<file path="src/rtl/mult_pkg.sv">
// Shared definitions for the shift-add multiplier: default width, command
// encoding and the counter-width helper.
package mult_pkg;

    localparam int unsigned MULT_N = 4;

    typedef enum logic [1:0] {
        CMD_NONE  = 2'd0,
        CMD_LOAD  = 2'd1,
        CMD_ADD   = 2'd2,
        CMD_SHIFT = 2'd3
    } cmd_e;

    // Ceiling log2, usable in constant expressions
    function automatic int unsigned mult_cw(input int unsigned n);
        int unsigned w;
        w = 0;
        for (int unsigned i = 0; i < 32; i++) begin
            if ((64'd1 << i) < 64'(n)) w = i + 1;
        end
        return w;
    endfunction

endpackage

</file>
<file path="src/rtl/shift_counter.sv">
// Shift counter for the multiplier datapath: counts 0..N-1 and wraps,
// flagging the last shift position.
module shift_counter #(
    parameter int unsigned N  = 4,
    parameter int unsigned CW = 2
) (
    input  logic Clk,
    input  logic Rst_n,
    input  logic clr_i,
    input  logic inc_i,
    output logic term_o
);

    localparam logic [CW-1:0] TERM = CW'(N - 1);

    logic [CW-1:0] cnt_q, cnt_d;

    always_comb begin
        cnt_d = cnt_q;
        if (clr_i) begin
            cnt_d = '0;
        end else if (inc_i) begin
            cnt_d = (cnt_q == TERM) ? '0 : cnt_q + CW'(1);
        end
    end

    always_ff @(posedge Clk or negedge Rst_n) begin
        if (!Rst_n) cnt_q <= '0;
        else        cnt_q <= cnt_d;
    end

    assign term_o = (cnt_q == TERM);

endmodule

</file>
<file path="src/rtl/shift_add_datapath.sv">
// Shift-add multiplier datapath: accumulator/multiplier, multiplicand, adder
// and shift counter. Define MULT_PROD_HOLD_EN to latch the product on Done.
module shift_add_datapath
    import mult_pkg::*;
#(
    parameter int unsigned N = MULT_N
) (
    input  logic           Clk,
    input  logic           Rst_n,
    input  logic           Load,
    input  logic           Sh,
    input  logic           Ad,
`ifdef MULT_PROD_HOLD_EN
    input  logic           Done,
`endif
    input  logic [N-1:0]   Mplier,
    input  logic [N-1:0]   Mcand,
    output logic           M,
    output logic           K,
    output logic [2*N-1:0] Product
);

    localparam int unsigned CW = mult_cw(N);

    logic [2*N:0] acc_q, acc_d;
    logic [N-1:0] mc_q, mc_d;
    logic [N:0]   sum_c;
    cmd_e         cmd_c;

    // Load > Ad > Sh
    always_comb begin
        cmd_c = CMD_NONE;
        if (Load)    cmd_c = CMD_LOAD;
        else if (Ad) cmd_c = CMD_ADD;
        else if (Sh) cmd_c = CMD_SHIFT;
    end

    // Carry lands in bit 2N; the previous carry is overwritten, never summed
    assign sum_c = {1'b0, acc_q[2*N-1:N]} + {1'b0, mc_q};

    always_comb begin
        acc_d = acc_q;
        mc_d  = mc_q;
        case (cmd_c)
            CMD_LOAD: begin
                acc_d = {(N + 1)'(0), Mplier};
                mc_d  = Mcand;
            end
            CMD_ADD:   acc_d[2*N:N] = sum_c;
            CMD_SHIFT: acc_d = {1'b0, acc_q[2*N:1]};
            default:   ;
        endcase
    end

    always_ff @(posedge Clk or negedge Rst_n) begin
        if (!Rst_n) begin
            acc_q <= '0;
            mc_q  <= '0;
        end else begin
            acc_q <= acc_d;
            mc_q  <= mc_d;
        end
    end

    shift_counter #(
        .N  (N),
        .CW (CW)
    ) u_cnt (
        .Clk    (Clk),
        .Rst_n  (Rst_n),
        .clr_i  (cmd_c == CMD_LOAD),
        .inc_i  (cmd_c == CMD_SHIFT),
        .term_o (K)
    );

    assign M = acc_q[0];

`ifdef MULT_PROD_HOLD_EN
    logic [2*N-1:0] pr_q, pr_d;

    // Captures the pre-edge accumulator so the result survives the next run
    always_comb begin
        pr_d = pr_q;
        if (Done) pr_d = acc_q[2*N-1:0];
    end

    always_ff @(posedge Clk or negedge Rst_n) begin
        if (!Rst_n) pr_q <= '0;
        else        pr_q <= pr_d;
    end

    assign Product = pr_q;
`else
    assign Product = acc_q[2*N-1:0];
`endif

endmodule

</file>
<file path="config.mk">
export PLATFORM = sky130hd
export DESIGN_NAME = shift_add_datapath
export DESIGN_NICKNAME = d
export VERILOG_FILES = /design/src/rtl/mult_pkg.sv /design/src/rtl/shift_counter.sv /design/src/rtl/shift_add_datapath.sv
export SDC_FILE = /design/constraint.sdc
export NUM_CORES = 1
export LEC_CHECK = 0
export CORE_UTILIZATION = 47
export DETAILED_ROUTE_END_ITERATION = 7
export GPL_ROUTABILITY_DRIVEN = 0
export HOLD_SLACK_MARGIN = 0.02
export PLACE_DENSITY = 0.78
export SLEW_MARGIN = 15
export SYNTH_ARGS = -nofsm -noshare
export SYNTH_HDL_FRONTEND = slang
export SYNTH_HIERARCHICAL = 1
export SYNTH_SLANG_ARGS = --single-unit
</file>
<file path="constraint.sdc">
create_clock -name Clk -period 1.9 [get_ports Clk]
set_clock_uncertainty 0.2 [all_clocks]
set_input_delay 0.57 -clock Clk [delete_from_list [all_inputs] [get_ports Clk]]
set_output_delay 0.57 -clock Clk [all_outputs]
set_load 0.005 [all_outputs]
</file>
==> out/results.tsv, run 1 <==
stage	metric	value	unit
run_status	status	finished, violations left	
run_status	failing checks	setup timing	
logic_synthesis	EDFF count, synth	0	
min_path	Hold Path Class	reg -> reg	
die	I/O pin cnt	23	
min_path	Min-Delay Endpoint	mc_q[2]$_DFFE_PN0P_	
die	core box area	1780	sq um
place	Placed Cells incl. Taps	125	
finish	Antenna Cells	0	
power	Final Power	797	uW
logic_synthesis	Synth top cells by count	dfrtp_1 (15), buf_4 (9), mux2i_1 (6), nand2_1 (6)	
logic_synthesis	Synth cell types	27	
cts	CTS tree	built	
logic_synthesis	Seq/Total Area, Yosys	0.411	
timing	fmax	0.526	GHz
cts	CTS Hold Bufs	0	
logic_synthesis	Synth area leaders	dfrtp_1 (41%), buf_4 (7.4%), ha_1 (6.8%)	
setup_path	WP depth	7	
setup_path	worst path bufs/invs	2	
drt	drt drc	0	
setup_path	slowest stage cell, crit path	dfrtp_1	
die	Starting Density	0.512	
setup_path	slowest stage delay, CP	390	ps
power	VDD IR max	397	uV
place	Detailed Place HPWL	1330	microns
setup_path	cells along the critical path	buf_4 -> ha_2 -> inv_1 -> fa_2 -> nor2b_1 -> o21ai_0 -> a311oi_1	
logic_synthesis	Seq cells post-synth	15	
global_route	gr ovfl total	0	
setup_path	Top delay family on crit path	adder cells	
setup_path	r2r worst-path depth	7	
logic_synthesis	Synth Instances	86	
die	FP Rows	15	
finish	Final Instance Count excl. Fillers	139	
finish	Syn-to-layout area delta	33.0	%
cts	Clock Path Buffers	2	
setup_path	reg2reg start	acc_q[4]$_DFFE_PN0P_	
cts	Clock transition at path regs	90	ps
die	Die Span X	46.1	microns
drt	via count	719	
global_route	global-route wire length before repair	3180	microns
drt	DRT Pass-1 Iters	4	
cts	clk_lat worst skew	280	ps
timing	setup TNS	-1.25	ps
global_route	initial antenna violation count	0	
min_path	worst hold start	mc_q[2]$_DFFE_PN0P_	
global_route	vias in the first global route	713	
logic_synthesis	syn avg cell area	10.6	sq um
drt	1st-iter DRT viols	5	
logic_synthesis	Yosys warning count	6	
finish	layout cells sized above 1	0.272	
power	pwr/cell area	656	nW/um^2
place	Place WS	-228	ps
power	Leak	0.593	nW
setup_path	RR Endpoint	acc_q[8]$_DFFE_PN0P_	
logic_synthesis	Synth top area share	0.411	
timing	Final Hold Vio Count	0	
place	Port Buf Inserts	22	
timing	Tcrit/Tclk final	1.00	
cts	CTS buffer count	3	
finish	nets	134	
global_route	largest net degree at the start of global routing	16	
cts	Clock Sinks	15	
timing	Slew Limit Fails	0	
logic_synthesis	most frequent cell after synthesis	dfrtp_1	
timing	post-layout min period	1900	ps
logic_synthesis	top_reg_cell synth	dfrtp_1	
logic_synthesis	Syn Nets	105	
min_path	WHS Path Cells	1	
drt	final WL	2040	microns
setup_path	crit path max fanout	2	
timing	Max-slew headroom	0.833	
logic_synthesis	async set-reset flop share out of synthesis	1.00	
die	Die H	46.1	microns
drt	routed len/inst	14.7	microns
logic_synthesis	largest area contributor in the netlist	dfrtp_1	
setup_path	crit path kind	reg -> reg	
die	Die ar.	2120	sq um
cts	H-tree Lvls	1	
flow_run	max-cap check violation count	0	
setup_path	Crit. End Element	flop	
timing	Worst Tran Pin Value	250	ps
setup_path	crit path DAT	1890	ps
timing	endpoints failing setup	1	
setup_path	Critical Path RT	1890	ps
drt	vias per std cell	5.17	
setup_path	CP Launch Type	flop	
logic_synthesis	Post-Syn Area	913	sq um
setup_path	FF-to-FF setup slack	-1	ps
drt	Final ANT Viol Nets	0	
cts	clk root buf	clkbuf_4	
timing	Final WS setup	-1.25	ps
global_route	GRT Util Overall	0.220	
## cell usage in the layout (no fill, tap or decap), types with 2 or more instances in the layout
cell type / count
buf_4: 16
dfrtp_1: 15
clkdlybuf4s50_1: 12
dlygate4sd2_1: 8
mux2i_1: 6
nand2_1: 6
inv_1: 5
nor2b_1: 4
a211oi_1: 4
o21ai_1: 3
o21ai_0: 3
a21oi_1: 3
mux2_2: 3
ha_1: 3
clkbuf_4: 3
nor2_1: 2
ha_2: 2
## flip-flops by register name, indices dropped and copies added, names as in the netlist
signal       cells
mc_q             4
acc_q            9
u_cnt/cnt_q      2
## where the power goes
group	internal, mW	switching, mW
clock network	0.0815	0.104
registers	0.348	0.0165
logic	0.138	0.109
## through the flow
stage	cell area (sq um)	utilization	hold WS [ps]
finish	1210	0.681	324
detailed placement	1110	0.620	306
floorplan	913	-	74.4
CTS	1190	0.668	327
global placement	1110	0.620	301
global route	1210	0.681	359
## final cells by class
class / instances / area, sq um
clock buffer: 4 / 26.3
fill: 137 / 568
inverter: 5 / 18.8
multi-input combinational: 52 / 430
sequential: 15 / 375
tap: 25 / 31.3
timing repair buffer: 38 / 333
## how the worst max path moves through the flow
stage,startpoint,end,slack [ps]
after floorplan,Load,u_cnt/cnt_q[0]$_DFFE_PN0P_,100
after global placement,Sh,u_cnt/cnt_q[0]$_DFFE_PN0P_,-180
after detailed placement,Sh,u_cnt/cnt_q[0]$_DFFE_PN0P_,-230
after CTS,acc_q[1]$_DFFE_PN0P_,Product[1],0.8
after global routing,acc_q[4]$_DFFE_PN0P_,acc_q[8]$_DFFE_PN0P_,-70
final,acc_q[4]$_DFFE_PN0P_,acc_q[8]$_DFFE_PN0P_,-1
## metal layers
layer / GRT usage / routed length (microns) / vias up
met4: 0.0882 / 32 / 0
li1: - / - / 345
met2: 0.375 / 1060 / 18
met3: 0.0353 / 68 / 6
met1: 0.275 / 882 / 350
met5: 0 / 0 / -
## kinds of logic (layout without fill, tap and decap cells)
logic type,count (synthesis),in the layout,synth area share
buf+inv,19,47,0.134
flops,15,15,0.411
mux,10,10,0.119
compound gates,16,16,0.110
xor+xnor,1,1,0.00959
fa+ha+maj,6,6,0.0904
simple gates,19,19,0.126
## what timing repair did
action                     4_1_cts  5_1_grt
buffers inserted                 9        1
pin swaps                        1        2
setup endpoints to repair       10        5
resized for setup               10        6
Note: power is estimated with default switching activity, not from simulation.
==> run 2: changes to the inputs <==
--- a/config.mk
+++ b/config.mk
@@ -13,5 +13,4 @@
 export SLEW_MARGIN = 15
 export SYNTH_ARGS = -nofsm -noshare
 export SYNTH_HDL_FRONTEND = slang
-export SYNTH_HIERARCHICAL = 1
 export SYNTH_SLANG_ARGS = --single-unit
==> run 2 against run 1 <==
  * Synthesized cell count shrank 7.0%
  * The run now ends clean
  * Wire length fell by 22%
  * Cell count is 3.6% lower
  * Sequential power up 1%
  * Critical path type is now reg -> out
  * Maximum frequency increased by 2.5%
  * Area after synthesis fell by 2.2%
==> out/results.tsv, run 2 <==
stage	metric	value	unit	change
run_status	status	finished, final reports clean		was finished, violations left
global_route	gr ovfl total	0		unchanged
die	FP Rows	15		unchanged
place	Detailed Place HPWL	1170	microns	was 1330 microns
cts	CTS buffer count	3		unchanged
logic_synthesis	Yosys warning count	0		was 6
logic_synthesis	largest area contributor in the netlist	dfrtp_1		unchanged
timing	Worst Tran Pin Value	262	ps	was 250 ps
timing	Tcrit/Tclk final	0.977		was 1.00
finish	Top reg by flops	acc_q		unchanged
logic_synthesis	top_reg_cell synth	dfrtp_1		unchanged
global_route	vias in the first global route	587		was 713
die	core box area	1750	sq um	was 1780 sq um
logic_synthesis	Post-Synth Adder-Cell Area	0.0924		was 0.0904
cts	CTS Hold Bufs	0		unchanged
logic_synthesis	most frequent cell after synthesis	dfrtp_1		unchanged
power	Leak	0.608	nW	was 0.593 nW
logic_synthesis	Synth Instances	80		was 86
finish	footprint of the multi-input gates	417	sq um	was 430 sq um
global_route	global-route wire length before repair	2590	microns	was 3180 microns
logic_synthesis	Seq cells post-synth	15		unchanged
setup_path	slowest stage delay, CP	400	ps	was 390 ps
setup_path	crit path kind	reg -> out		was reg -> reg
drt	routed len/inst	11.9	microns	was 14.7 microns
logic_synthesis	Synth area leaders	dfrtp_1 (42%), mux2i_1 (9.0%), mux2_2 (7.6%)		was dfrtp_1 (41%), buf_4 (7.4%), ha_1 (6.8%)
drt	DRT Pass-1 Iters	4		unchanged
place	Place WS	-114	ps	was -228 ps
drt	vias per std cell	4.91		was 5.17
logic_synthesis	mux cell area share after synthesis	0.165		was 0.119
logic_synthesis	simple-gate share of the synthesized area	0.109		was 0.126
place	Placed Cells incl. Taps	120		was 125
setup_path	crit path max fanout	2		unchanged
timing	Slew Limit Fails	0		unchanged
cts	CTS tree	built		unchanged
finish	commonest non-fill, non-tap cells in the layout	buf_4 (16), dfrtp_1 (15), clkdlybuf4s50_1 (12)		unchanged
finish	layout cells sized above 1	0.275		was 0.272
logic_synthesis	Compound-Gate Fraction of Synth Area	0.0784		was 0.110
logic_synthesis	Synth top cells by count	dfrtp_1 (15), buf_4 (8), mux2i_1 (8)		was dfrtp_1 (15), buf_4 (9), mux2i_1 (6), nand2_1 (6)
drt	1st-iter DRT viols	9		was 5
finish	Top Registers	acc_q x9, mc_q x4, u_cnt.cnt_q x2		was acc_q x9, mc_q x4, u_cnt/cnt_q x2
global_route	initial antenna violation count	0		unchanged
setup_path	Crit. End Element	output port		was flop
logic_synthesis	Seq/Total Area, Yosys	0.420		was 0.411
die	Die ar.	2080	sq um	was 2120 sq um
drt	drt drc	0		unchanged
logic_synthesis	Synth cell types	24		was 27
finish	Syn-to-layout area delta	32.5	%	was 33.0%
cts	clk root buf	clkbuf_4		unchanged
global_route	GRT Util Overall	0.182		was 0.220
finish	Final Core Density	0.678		was 0.681
die	Starting Density	0.512		about the same
die	I/O pin cnt	23		unchanged
setup_path	CP Launch Type	flop		unchanged
min_path	Hold Path Class	reg -> reg		unchanged
setup_path	slowest stage cell, crit path	dfrtp_1		unchanged
logic_synthesis	XOR/XNOR Fraction of Synth Area	0.00980		was 0.00959
logic_synthesis	syn avg cell area	11.2	sq um	was 10.6 sq um
drt	Final ANT Viol Nets	0		unchanged
finish	Antenna Cells	0		unchanged
setup_path	Critical Path RT	1130	ps	was 1890 ps
drt	final WL	1590	microns	was 2040 microns
power	pwr/cell area	673	nW/um^2	was 656 nW/um^2
cts	Clock transition at path regs	90	ps	about the same
setup_path	crit path DAT	1090	ps	was 1890 ps
cts	Clock Path Buffers	2		unchanged
cts	Clock Sinks	15		unchanged
cts	clk_lat worst skew	280	ps	about the same
logic_synthesis	async set-reset flop share out of synthesis	1.00		unchanged
global_route	largest net degree at the start of global routing	16		unchanged
power	VDD IR max	414	uV	was 397 uV
finish	register area	375	sq um	unchanged
die	Die Span X	45.6	microns	was 46.1 microns
die	Die H	45.6	microns	was 46.1 microns
logic_synthesis	Syn Nets	99		was 105
place	Port Buf Inserts	22		unchanged
setup_path	cells along the critical path	ha_2 -> clkdlybuf4s15_1		was buf_4 -> ha_2 -> inv_1 -> fa_2 -> nor2b_1 -> o21ai_0 -> a311oi_1
timing	Final Hold Vio Count	0		unchanged
finish	filler cell count	142		was 137
timing	Max-slew headroom	0.824		was 0.833
logic_synthesis	largest family of logic cells by synthesized area	multiplexers		was buffers and inverters
timing	fmax	0.539	GHz	was 0.526 GHz
finish	commonest non-fill, non-tap cell in the layout	buf_4		unchanged
finish	nets	129		was 134
timing	endpoints failing setup	0		was 1
logic_synthesis	EDFF count, synth	0		unchanged
timing	post-layout min period	1860	ps	was 1900 ps
drt	via count	658		was 719
cts	H-tree Lvls	1		unchanged
logic_synthesis	Post-Syn Area	893	sq um	was 913 sq um
timing	Final WS setup	44.4	ps	was -1.25 ps
timing	RSZ-0062 raised after global routing	no		
finish	Final Instance Count excl. Fillers	134		was 139
flow_run	max-cap check violation count	0		unchanged
finish	max reg flops	9		unchanged
logic_synthesis	Synth top area share	0.420		was 0.411
run 2: changes by cell type after synthesis, sizes merged, moves of 2 or more:
cell,before,now
nor2b,4,2
mux2i,6,8
a211oi,5,3
inv,5,1
o21ai,6,4
mux2,4,6
nor2,3,5
run 2: cell type report:
type                    count  share of cell area
flip-flops and latches     15               0.317
clock inverters             1             0.00423
well taps                  25              0.0264
inverters                   1             0.00317
clock buffers               3              0.0190
repair buffers             38               0.278
multi-input cells          51               0.352
run 2: critical path: cells and delay by family, from the launching register on:
kind | cells | cell delay (ps)
DFF | 1 | 400
adders and majority gates | 1 | 200
buffers and inverters | 1 | 200
run 2: worst paths after layout:
path | slack, ps | from | end | cells past startpoint
worst max register to register | 110 | acc_q[4]$_DFFE_PN0P_ | acc_q[8]$_DFFE_PN0P_ | 6
worst min register to register | 330 | mc_q[0]$_DFFE_PN0N_ | mc_q[0]$_DFFE_PN0N_ | 1
min in group asynchronous | 380 | Rst_n | acc_q[1]$_DFFE_PN0P_ | 2
max in group asynchronous | 940 | Rst_n | acc_q[2]$_DFFE_PN0P_ | 2
worst max-delay path | 40 | u_cnt.cnt_q[1]$_DFFE_PN0P_ | K | 2
worst min-delay path | 330 | mc_q[0]$_DFFE_PN0N_ | mc_q[0]$_DFFE_PN0N_ | 1
run 2: power breakdown:
group | switching (mW) | total [mW] | internal, mW
logic | 0.101 | 0.244 | 0.143
clock network | 0.106 | 0.184 | 0.0781
registers | 0.0182 | 0.369 | 0.351
total | 0.225 | 0.797 | 0.572
run 2: repair_timing:
item | CTS | global route
resized for setup | 11 | 3
endpoints found under the setup margin | 10 | 3
pin swaps | 0 | 1
setup buffers | 9 | 1
run 2: logic make-up (layout without fill, tap and decap cells):
| logic type | Yosys count | after routing |
|---|---|---|
| XOR/XNOR | 1 | 1 |
| AO/OA/AOI/OAI | 12 | 12 |
| adder cells (fa/ha/maj) | 6 | 6 |
| multiplexers | 14 | 14 |
| buffers and inverters | 14 | 43 |
| AND/OR/NAND/NOR | 18 | 18 |
| flip-flops | 15 | 15 |
run 2: routing by layer:
metal	global-route usage	up-vias	routed length [microns]
li1	-	331	-
met1	0.228	310	717
met2	0.306	15	798
met3	0.0238	2	60
met4	0.0909	0	12
met5	0	-	0
run 2: through the flow:
stage	instance area [sq um]	total power, mW	hold WS (ps)	setup TNS, ps
floorplan	893	0.528	74.4	0
global placement	1080	0.592	305	-561
detailed placement	1080	0.600	316	-836
CTS	1170	0.801	336	-6.38
global route	1180	0.848	370	0
finish	1180	0.797	334	0
